**src/rtl/uart_rx_capture.sv**
```systemverilog
// UART 8N1 receiver with a first-word-fall-through byte FIFO and a valid/ready output stream.
// Optional even-parity framing when UART_RX_PARITY_EN is defined.
module uart_rx_capture #(
    parameter int CLK_FREQ   = 25000000,
    parameter int BAUD       = 115200,
    parameter int FIFO_DEPTH = 16
) (
    input  logic                          clk_i,
    input  logic                          rst_i,
    input  logic                          rx_i,
    input  logic                          clr_i,
    output logic [7:0]                    data_o,
    output logic                          valid_o,
    input  logic                          ready_i,
    output logic                          frame_err_o,
    output logic                          overflow_o,
    output logic [$clog2(FIFO_DEPTH):0]   count_o
);

    localparam int DIV  = CLK_FREQ / BAUD;
    localparam int CW   = $clog2(DIV);
    localparam int AW   = $clog2(FIFO_DEPTH);
    localparam int CNTW = AW + 1;

    typedef enum logic [2:0] {
        IDLE,
        START,
        DATA,
`ifdef UART_RX_PARITY_EN
        PARITY,
`endif
        STOP,
        WAIT_IDLE
    } state_t;

    state_t          r_state;
    logic            r_sync1;
    logic            r_sync2;
    logic [1:0]      r_vld;
    logic            r_armed;
    logic [CW-1:0]   r_baud;
    logic [2:0]      r_bitCnt;
    logic [7:0]      r_shift;
    logic            r_push;
    logic [7:0]      r_pushData;
    logic            r_frameErr;
`ifdef UART_RX_PARITY_EN
    logic            r_parity;
`endif

    logic            w_rxs;
    logic            w_tick;
    logic            w_parOk;

    assign w_rxs  = r_sync2;
    assign w_tick = (r_baud == '0);
`ifdef UART_RX_PARITY_EN
    assign w_parOk = ~^{r_shift, r_parity};
`else
    assign w_parOk = 1'b1;
`endif

    // r_vld marks when r_sync2 holds a real line sample, so a start edge is only
    // accepted after the line has genuinely been observed high since reset.
    always_ff @(posedge clk_i or posedge rst_i) begin
        if (rst_i) begin
            r_state    <= IDLE;
            r_sync1    <= 1'b1;
            r_sync2    <= 1'b1;
            r_vld      <= 2'b00;
            r_armed    <= 1'b0;
            r_baud     <= '0;
            r_bitCnt   <= 3'd0;
            r_shift    <= 8'h00;
            r_push     <= 1'b0;
            r_pushData <= 8'h00;
            r_frameErr <= 1'b0;
`ifdef UART_RX_PARITY_EN
            r_parity   <= 1'b0;
`endif
        end else begin
            r_sync1    <= rx_i;
            r_sync2    <= r_sync1;
            r_vld      <= {r_vld[0], 1'b1};
            r_push     <= 1'b0;
            r_frameErr <= 1'b0;
            if (!w_tick) begin
                r_baud <= r_baud - 1'b1;
            end
            case (r_state)
                IDLE: begin
                    if (r_armed && !w_rxs) begin
                        r_state <= START;
                        r_baud  <= CW'(DIV / 2);
                        r_armed <= 1'b0;
                    end else if (r_vld[1] && w_rxs) begin
                        r_armed <= 1'b1;
                    end
                end
                START: begin
                    if (w_tick) begin
                        if (!w_rxs) begin
                            r_state  <= DATA;
                            r_baud   <= CW'(DIV - 1);
                            r_bitCnt <= 3'd0;
                        end else begin
                            r_state <= IDLE;
                            r_armed <= 1'b1;
                        end
                    end
                end
                DATA: begin
                    if (w_tick) begin
                        r_shift  <= {w_rxs, r_shift[7:1]};
                        r_baud   <= CW'(DIV - 1);
                        r_bitCnt <= r_bitCnt + 1'b1;
                        if (r_bitCnt == 3'd7) begin
`ifdef UART_RX_PARITY_EN
                            r_state <= PARITY;
`else
                            r_state <= STOP;
`endif
                        end
                    end
                end
`ifdef UART_RX_PARITY_EN
                PARITY: begin
                    if (w_tick) begin
                        r_parity <= w_rxs;
                        r_baud   <= CW'(DIV - 1);
                        r_state  <= STOP;
                    end
                end
`endif
                STOP: begin
                    if (w_tick) begin
                        if (w_rxs && w_parOk) begin
                            r_push     <= 1'b1;
                            r_pushData <= r_shift;
                            r_state    <= IDLE;
                            r_armed    <= 1'b1;
                        end else begin
                            r_frameErr <= 1'b1;
                            if (w_rxs) begin
                                r_state <= IDLE;
                                r_armed <= 1'b1;
                            end else begin
                                r_state <= WAIT_IDLE;
                            end
                        end
                    end
                end
                WAIT_IDLE: begin
                    if (w_rxs) begin
                        r_state <= IDLE;
                        r_armed <= 1'b1;
                    end
                end
                default: r_state <= IDLE;
            endcase
        end
    end

    logic [7:0]      r_mem [FIFO_DEPTH];
    logic [AW-1:0]   r_wrPtr;
    logic [AW-1:0]   r_rdPtr;
    logic [CNTW-1:0] r_count;
    logic            r_overflow;

    logic            w_pop;
    logic            w_accept;

    assign w_pop    = valid_o && ready_i;
    assign w_accept = r_push && ((r_count < CNTW'(FIFO_DEPTH)) || w_pop);

    // A pop in the same cycle frees a slot, so a push into a full FIFO still lands.
    always_ff @(posedge clk_i or posedge rst_i) begin
        if (rst_i) begin
            r_wrPtr    <= '0;
            r_rdPtr    <= '0;
            r_count    <= '0;
            r_overflow <= 1'b0;
        end else begin
            if (w_accept) begin
                r_wrPtr <= r_wrPtr + 1'b1;
            end
            if (w_pop) begin
                r_rdPtr <= r_rdPtr + 1'b1;
            end
            if (w_accept && !w_pop) begin
                r_count <= r_count + 1'b1;
            end else if (!w_accept && w_pop) begin
                r_count <= r_count - 1'b1;
            end
            if (r_push && !w_accept) begin
                r_overflow <= 1'b1;
            end else if (clr_i) begin
                r_overflow <= 1'b0;
            end
        end
    end

    always_ff @(posedge clk_i) begin
        if (w_accept) begin
            r_mem[r_wrPtr] <= r_pushData;
        end
    end

    assign valid_o     = (r_count != '0);
    assign data_o      = valid_o ? r_mem[r_rdPtr] : 8'h00;
    assign count_o     = r_count;
    assign frame_err_o = r_frameErr;
    assign overflow_o  = r_overflow;

endmodule
```
**config.mk**
```make
export PLATFORM = sky130hd
export DESIGN_NAME = uart_rx_capture
export DESIGN_NICKNAME = d
export VERILOG_FILES = /design/src/rtl/uart_rx_capture.sv
export SDC_FILE = /design/constraint.sdc
export NUM_CORES = 1
export LEC_CHECK = 0
export BUFFER_PORTS_ARGS = -buffer_cell sky130_fd_sc_hd__buf_2
export CORE_MARGIN = 4
export CORE_UTILIZATION = 42
export DETAILED_ROUTE_END_ITERATION = 12
export PLACE_DENSITY = 0.53
export SLEW_MARGIN = 20
export SYNTH_ARGS = -nofsm -noshare
export SYNTH_HDL_FRONTEND = slang
export SYNTH_SLANG_ARGS = --single-unit
export TNS_END_PERCENT = 10
```
**constraint.sdc**
```tcl
create_clock -name clk_i -period 7.75 [get_ports clk_i]
set_clock_uncertainty 0.05 [all_clocks]
set_input_delay 0.3875 -clock clk_i [delete_from_list [all_inputs] [get_ports clk_i]]
set_output_delay 0.3875 -clock clk_i [all_outputs]
set_load 0.01 [all_outputs]
```
==> metrics.sh, run 1 <==
MAXCAPVIOLCOUNT=0
WORSTPATHCELLLIST='buf_4, mux4_1, mux2_2, o21ai_1, a21oi_1, buf_2'
CTS_ROOT_BUFFER='sky130_fd_sc_hd__clkbuf_16'
POST_LAYOUT_NONFILLER_INSTANCES=712
GPL.FINAL_WEIGHTED_CONGESTION=0.823
SYNTH_FA_HA_AREA_SHARE_PCT=2.42
CRITICAL-PATH-TOP-DELAY-FAMILY='multiplexers'
ENDPOINT_KIND='primary output'
PATH_BUF_INV=2
CTS_TREE='yes'
POST_LAYOUT_MINIMUM_CYCLE_TIME_NS=3.06
VIA_COUNT_OF_THE_FIRST_GLOBAL_ROUTING_PASS=3994
SLEW_AT_THE_PIN_CLOSEST_TO_ITS_MAX_SLEW_LIMIT_NS=1.00
GRT_PASS1_WL_UM=22600
ROUTE.VIAS.TOTAL=3877
PLACEMENT_ROWS=48
SYNTH.YOSYS.SEQ_AREA_SHARE_PCT=67.8
TOTAL_POWER_DRAW_mW=2.70
DETAIL_ROUTE.DRC_VIOLATIONS=0
SYN_NETS=468
SYNTH_MUX_AREA_SHARE_PCT=15.4
N_ANTENNA_CELL=0
CRIT_FANOUT=35
MAX_FREQ_MHz=327
POWER.DENSITY_CELL_AREA_nW_PER_UM2=319
LONGEST_CLK_PATH_BUFS=2
SYNTH.FF_LATCH_COUNT=179
PLACEDCELLCOUNT=679
IOS=21
LAYOUT-DRIVE-GT1-SHARE_PCT=21.8
PLACEDINSTANCEAREA_UM2=7840
CLOCK-SINKS=179
AVGROUTEDWIREPERCELL_UM=19.9
TIMING.HOLD.WORST.CLASS='in2async'
STARTING_DENSITY_OF_THE_CORE_PCT=43.3
HOLD_VIOLATION_TOTAL_FROM_THE_FINAL_REPORT=0
INITIAL_ANTENNA_VIOLATION_COUNT=0
WORSTPATHREQUIRED_NS=7.31
OUTCOME='finished, final reports clean'
PLACE.PORT_BUFFERS=20
POWER.LEAKAGE_nW=3.09
YOSYSUNIQUECELLTYPES=56
WORST_EP_ARRIVAL_TIME_NS=2.63
REG2REG_DEPTH=9
RR_ENDPOINT='count_o[4]'
N_FILL_CELL=1478
SYNTH_WARNINGS=0
REG2REG_SETUP_SLACK_NS=4.77
SIMPLE_GATE_AREA_SHARE_OF_THE_YOSYS_NETLIST_PCT=5.73
MAX_STAGE_DELAY_NS=0.68
SETUP_REPAIR_AFTER_GLOBAL_ROUTING_MISSED_ITS_MARGIN='false'
HPWL_UM=8910
CTS_RESIZED=0
SYNTHTOLAYOUTAREAGROWTH_PCT=11.9
NUM_CTS_BUFFERS=17
MEAN_NUMBER_OF_VIAS_PER_CELL=5.45
POSTSYNTHAREAPERCELL_UM2=16.8
CTS-HTREE-LEVELS=4
NUMBER_OF_ENABLE_FLIP_FLOP_CELLS_AFTER_SYNTHESIS=128
IR_WORST_VDD_mV=0.175
GRT_START_MAX_NET_PINS=52
WORST_SKEW_LATE_LATENCY_NS=0.42
WORST-SETUP-PATH-TYPE='reg2out'
CTS_POST_SETUP_BUFFERS_INSERTED=0
SYNTH_TOP_AREA_CELL='sky130_fd_sc_hd__edfxtp_1'
SETUP.WORST_PATH.START_CLASS='flip-flop'
WORSTREG2REGSTART='count_o[0]'
LAYOUT_WORST_PATH_CYCLE_SHARE_PCT=39.5
NETLIST_TOP_CELLS_AREA='sky130_fd_sc_hd__edfxtp_1, sky130_fd_sc_hd__dfrtp_1, sky130_fd_sc_hd__mux4_2'
SETUP_TNS_NS=0
POST-SYNTH-TOP-AREA-FRACTION_PCT=50.8
WL_UM=14200
WORST_SLEW_MARGIN_REL_PCT=33.0
COUNT_LEADER_SYNTH='sky130_fd_sc_hd__edfxtp_1'
TOP_FLIP_FLOP_CELL_BY_INSTANCE_COUNT_AFTER_SYNTHESIS='sky130_fd_sc_hd__edfxtp_1'
TRACK_USAGE_PCT=14.9
COMBINATIONAL_FAMILY_WITH_THE_MOST_AREA_AFTER_SYNTHESIS='multiplexers'
FINAL_CELL_AREA_UM2=8460
YOSYS-TOP-CELLS-COUNT='sky130_fd_sc_hd__edfxtp_1, sky130_fd_sc_hd__dfrtp_1, sky130_fd_sc_hd__nand2_1'
CRIT_PATH_TOP_DELAY_CELL='sky130_fd_sc_hd__mux4_1'
TIMING_MAX_TRANSITION_VIOLATIONS_FINAL=0
POST_SYNTH_XOR_AREA_FRACTION_PCT=1.39
DIE-WIDTH_UM=142
GRT_REMAINING_OVERFLOW=0
FIRST_PASS_ITERS=4
DIE_Y_UM=142
WORST_SETUP_HOLD_PATH_CLK_SLEW_NS=0.06
CORE-AREA_UM2=17500
SYNTH_COMPOUND_AREA_SHARE_PCT=4.57
HOLD_WS_NS=0.0725
FINAL_SETUP_VIOLATION_COUNT=0
ANTENNA_VIOLATING_NETS_POST_ROUTE=0
NETS=493
NETLIST_AREA_UM2=7560
DRT-INITIAL-DRC-COUNT=258
DIEAREA_UM2=20200
POSTSYNTH.ASYNCRESETSHARE_PCT=28.5
CTS.HOLD.BUFFERS_ADDED=1
SYNTHESIZED_INSTANCE_COUNT=449
==> registers in the layout (all words and copies together) (netlist names) <==
name and flops:
count_o 5, frame_err_o 1, overflow_o 1, r_armed 1, r_baud 8, r_bitCnt 3
r_mem 128, r_push 1, r_pushData 8, r_rdPtr 4, r_shift 8, r_state 3
r_sync1 1, r_sync2 1, r_vld 2, r_wrPtr 4
==> where the power goes <==
| group | total (mW) | internal, mW | switching [mW] |
|---|---|---|---|
| combinational | 0.675 | 0.322 | 0.353 |
| sequential | 1.16 | 1.07 | 0.0846 |
| clock | 0.866 | 0.525 | 0.341 |
==> worst register-to-register path, cell delays in order (launching register included) <==
cell	delay [ns]
sky130_fd_sc_hd__dfrtp_1	0.45
sky130_fd_sc_hd__nor3_1	0.21
sky130_fd_sc_hd__nand2_1	0.30
sky130_fd_sc_hd__nand2_1	0.24
sky130_fd_sc_hd__ha_1	0.23
sky130_fd_sc_hd__inv_1	0.13
sky130_fd_sc_hd__fa_1	0.42
sky130_fd_sc_hd__a21o_1	0.23
sky130_fd_sc_hd__a2111oi_0	0.45
sky130_fd_sc_hd__o31ai_1	0.15
==> kinds of logic (layout without fill, tap and decap cells) <==
family	Yosys count	after routing
AO/OA/AOI/OAI	57	57
buffers and inverters	34	72
XOR/XNOR	12	12
adder cells (fa/ha/maj)	14	14
other	1	1
multiplexers	67	67
AND/OR/NAND/NOR	85	85
flip-flops	179	179
==> layer usage <==
layer / global-route usage, % / part of all wire, %
met1: 21.2 / 47
met2: 22.9 / 47
met3: 3.70 / 4.1
met4: 4.70 / 1.5
met5: 0 / 0
==> worst max-delay path by stage <==
stage                           from          to  cells past startpoint  slack (ns)
after CTS                 r_rdPtr[1]   data_o[5]                      6        4.62
after global placement       ready_i  count_o[4]                      9        4.90
after detailed placement     ready_i  count_o[4]                     10        4.80
final                     r_rdPtr[1]   data_o[5]                      6        4.69
after floorplan           count_o[4]  count_o[4]                      7        5.17
after global routing      r_rdPtr[1]   data_o[5]                      6        4.53
==> layout by cell type (no fill, tap or decap), types with 2 or more instances in the layout <==
cell type,synthesis,final
sky130_fd_sc_hd__or3b_1,2,2
sky130_fd_sc_hd__buf_4,2,7
sky130_fd_sc_hd__xnor2_1,10,10
sky130_fd_sc_hd__mux2_2,9,9
sky130_fd_sc_hd__mux4_2,23,23
sky130_fd_sc_hd__and3_1,3,3
sky130_fd_sc_hd__mux2i_1,9,9
sky130_fd_sc_hd__nor3_1,11,11
sky130_fd_sc_hd__nand2_1,27,27
sky130_fd_sc_hd__mux2_1,9,9
sky130_fd_sc_hd__a221o_1,2,2
sky130_fd_sc_hd__buf_2,6,20
sky130_fd_sc_hd__nand2b_1,2,2
sky130_fd_sc_hd__clkbuf_16,0,20
sky130_fd_sc_hd__inv_1,10,9
sky130_fd_sc_hd__dfstp_2,2,2
sky130_fd_sc_hd__clkbuf_8,0,2
sky130_fd_sc_hd__and2_1,3,3
sky130_fd_sc_hd__nor3b_1,2,2
sky130_fd_sc_hd__xor2_1,2,2
sky130_fd_sc_hd__o211a_1,2,2
sky130_fd_sc_hd__inv_4,0,3
sky130_fd_sc_hd__a21o_1,2,2
sky130_fd_sc_hd__dfrtp_1,49,49
sky130_fd_sc_hd__clkbuf_2,0,4
sky130_fd_sc_hd__a21oi_1,18,18
sky130_fd_sc_hd__nand3_1,6,6
sky130_fd_sc_hd__o21ai_0,4,4
sky130_fd_sc_hd__nor2_1,21,21
sky130_fd_sc_hd__mux2_4,8,8
sky130_fd_sc_hd__a21boi_1,2,2
sky130_fd_sc_hd__edfxtp_1,128,128
sky130_fd_sc_hd__mux4_1,9,9
sky130_fd_sc_hd__o21ai_1,18,18
sky130_fd_sc_hd__ha_1,13,13
sky130_fd_sc_hd__inv_2,2,2
==> layout make-up <==
| class | instances | area (um^2) | share of cell area (%) |
|---|---|---|---|
| sequential | 179 | 5120 | 60.6 |
| multi-input combinational | 236 | 2240 | 26.4 |
| clock buffer | 27 | 552 | 6.52 |
| tap | 225 | 282 | 3.33 |
| timing repair buffer | 28 | 163 | 1.92 |
| inverter | 12 | 46.3 | 0.547 |
| clock inverter | 5 | 57.6 | 0.680 |
==> metrics by stage <==
step / worst slack, ns / utilization, %
floorplan: 5.17 / -
global placement: 4.90 / 44.9
detailed placement: 4.80 / 44.9
CTS: 4.62 / 48.4
global route: 4.53 / 48.4
finish: 4.69 / 48.4
No activity file was read; power rests on OpenSTA's default activity.
==> run 2, diff against run 1 <==
- clock period: 7.75 -> 3.2 ns (I/O delays scaled with it)
==> metrics.sh, run 2 (synthesis gave the netlist of run 1 again) <==
NUM_CTS_BUFFERS=17  # unchanged
WORST_HOLD_PATH.NUM_CELLS=0
DIE_Y_UM=142  # unchanged
SETUP.WORST_PATH.START_CLASS='flip-flop'  # unchanged
DRT-INITIAL-DRC-COUNT=183  # was 258
TIMING.CRITICAL_PATH.DEPTH=6  # unchanged
DR.MAX_LAYER_USED='met4'  # unchanged
CTS_RESIZED=0  # unchanged
LAYOUT-DRIVE-GT1-SHARE_PCT=22.8  # was 21.8%
WORST_SLEW_MARGIN_REL_PCT=39.4  # was 33.0%
FINAL_CELL_AREA_UM2=8530  # was 8460 um^2
ENDPOINT_KIND='primary output'  # unchanged
SETUP_REPAIR_AFTER_GLOBAL_ROUTING_MISSED_ITS_MARGIN='false'  # unchanged
FINAL_SETUP_VIOLATION_COUNT=0  # unchanged
DETAIL_ROUTE.DRC_VIOLATIONS=0  # unchanged
TOTAL_POWER_DRAW_mW=6.48  # was 2.70 mW
PLACEMENT_ROWS=48  # unchanged
TIMING.HOLD.WORST.CLASS='reg2reg'  # was in2async
PATH_BUF_INV=2  # unchanged
CLOCK-SINKS=179  # unchanged
SLEW_AT_THE_PIN_CLOSEST_TO_ITS_MAX_SLEW_LIMIT_NS=0.906  # was 1.00 ns
CORE-AREA_UM2=17500  # unchanged
GRT_START_MAX_NET_PINS=52  # unchanged
GRT_PASS1_WL_UM=23100  # was 22,600 um
REGMOSTFLOPS='r_mem'  # unchanged
DPL_WORST_SLACK_NS=0.531  # was 4.80 ns
HPWL_UM=8920  # was 8910 um
MET2_LENGTH_UM=7020  # was 6730 um
CTS_TREE='yes'  # unchanged
WORST_SETUP_HOLD_PATH_CLK_SLEW_NS=0.06  # about the same
CRIT_FANOUT=21  # was 35
POWER.LEAKAGE_nW=3.13  # was 3.09 nW
ROUTED-WL-MET3_UM=399  # was 587 um
MAXCAPVIOLCOUNT=0  # unchanged
DIEAREA_UM2=20200  # unchanged
IR_WORST_VDD_mV=0.428  # was 0.175 mV
WL_UM=14500  # was 14,200 um
HOLD_WS_NS=0.307  # was 0.0725 ns
LAYOUT_WORST_PATH_CYCLE_SHARE_PCT=86.7
MOST_COMMON_CELL_AFTER_LAYOUT_FILL_AND_TAPS_ASIDE='sky130_fd_sc_hd__edfxtp_1'  # unchanged
INITIAL_ANTENNA_VIOLATION_COUNT=0  # unchanged
LARGEST_REGISTER_FFS=128  # unchanged
CRIT_PATH_TOP_DELAY_CELL='sky130_fd_sc_hd__mux4_1'  # unchanged
TIMING_MAX_TRANSITION_VIOLATIONS_FINAL=0  # unchanged
REG2REG_DEPTH=9  # unchanged
CTS-HTREE-LEVELS=4  # unchanged
PLACEDINSTANCEAREA_UM2=7910  # was 7840 um^2
WORSTPATHCELLLIST='buf_4, mux4_1, mux2_2, o21ai_1, a21oi_1, buf_2'  # unchanged
WL_MET1_UM=6840  # was 6660 um
TRACK_USAGE_PCT=15.4  # was 14.9%
CRITICAL-PATH-TOP-DELAY-FAMILY='multiplexers'  # unchanged
SYNTHTOLAYOUTAREAGROWTH_PCT=12.9  # was 11.9%
WORSTPATHREQUIRED_NS=2.99  # was 7.31 ns
MAX_FREQ_MHz=360
LONGEST_CLK_PATH_BUFS=2  # unchanged
POST-ROUTE-UTIL_PCT=48.8  # was 48.4%
OUTCOME='finished, final reports clean'  # unchanged
VIA_COUNT_OF_THE_FIRST_GLOBAL_ROUTING_PASS=4009  # was 3,994
GRT_REMAINING_OVERFLOW=0  # unchanged
ANTENNA_VIOLATING_NETS_POST_ROUTE=0  # unchanged
STARTING_DENSITY_OF_THE_CORE_PCT=43.3  # unchanged
DIE-WIDTH_UM=142  # unchanged
POWER.DENSITY_CELL_AREA_nW_PER_UM2=760  # was 319 nW/um^2
MEAN_NUMBER_OF_VIAS_PER_CELL=5.37  # was 5.45
POST_LAYOUT_NONFILLER_INSTANCES=724  # was 712
GPL.FINAL_WEIGHTED_CONGESTION=0.831  # was 0.823
WORST_EP_ARRIVAL_TIME_NS=2.57  # was 2.63 ns
AVGROUTEDWIREPERCELL_UM=20.0  # was 19.9 um
N_FILL_CELL=1479  # was 1,478
WORST_SKEW_LATE_LATENCY_NS=0.42  # about the same
CTS_ROOT_BUFFER='sky130_fd_sc_hd__clkbuf_16'  # unchanged
FIRST_PASS_ITERS=4  # unchanged
SETUP_TNS_NS=0  # unchanged
FIN_WS_NS=0.424  # was 4.69 ns
WORST-SETUP-PATH-TYPE='reg2out'  # unchanged
N_ANTENNA_CELL=0  # unchanged
MAX_STAGE_DELAY_NS=0.67  # was 0.68 ns
PLACE.PORT_BUFFERS=20  # unchanged
POST_LAYOUT_MINIMUM_CYCLE_TIME_NS=2.78
ROUTE.VIAS.TOTAL=3887  # was 3,877
HOLD_VIOLATION_TOTAL_FROM_THE_FINAL_REPORT=0  # unchanged
IOS=21  # unchanged
NETS=505  # was 493
MOSTFREQUENTLAYOUTCELLS='sky130_fd_sc_hd__edfxtp_1, sky130_fd_sc_hd__dfrtp_1, sky130_fd_sc_hd__nand2_1'  # unchanged
PLACEDCELLCOUNT=688  # was 679
-- run 2: cell types whose count changed in the layout (fill, tap and decap cells not counted) --
cell	previous run	this run
sky130_fd_sc_hd__dlygate4sd3_1	1	4
sky130_fd_sc_hd__clkbuf_16	20	19
sky130_fd_sc_hd__clkbuf_2	4	0
sky130_fd_sc_hd__buf_4	7	16
sky130_fd_sc_hd__clkbuf_1	1	2
sky130_fd_sc_hd__clkinv_2	1	7
sky130_fd_sc_hd__inv_4	3	1
-- run 2: power breakdown --
group	internal (mW)	total [mW]	switching, mW
clock	1.20	2.03	0.827
sequential	2.59	2.80	0.206
combinational	0.797	1.66	0.860
total	4.59	6.48	1.89
-- run 2: timing repair --
action / in CTS / in global routing
hold buffers: 4 / 0
buffers inserted: 0 / 0
endpoints found under the hold margin: 37 / 0
-- run 2: worst paths after layout --
path	end	startpoint	slack [ns]
worst max register to register	r_baud[0]	r_baud[0]	0.51
worst min-delay path	r_sync2	r_sync1	0.31
max in group asynchronous	r_baud[6]	rst_i	2.16
min in group asynchronous	frame_err_o	rst_i	0.41
worst min register to register	r_sync2	r_sync1	0.31
worst max-delay path	data_o[7]	r_rdPtr[1]	0.42
-- run 2: layout make-up --
type,instances,area (um^2),share of cell area (%)
clock buffers,23,510,5.98
clock inverters,9,75.1,0.880
inverters,12,46.3,0.543
multi-input cells,236,2240,26.2
flip-flops and latches,179,5120,60.0
well taps,225,282,3.30
repair buffers,40,260,3.05
-- run 2: layer usage --
layer  vias up  global-route usage (%)
met5         -                       0
met4         0                    5.15
met3        16                    3.06
met2        58                    24.8
met1      2010                    21.0
li1       1803                       -
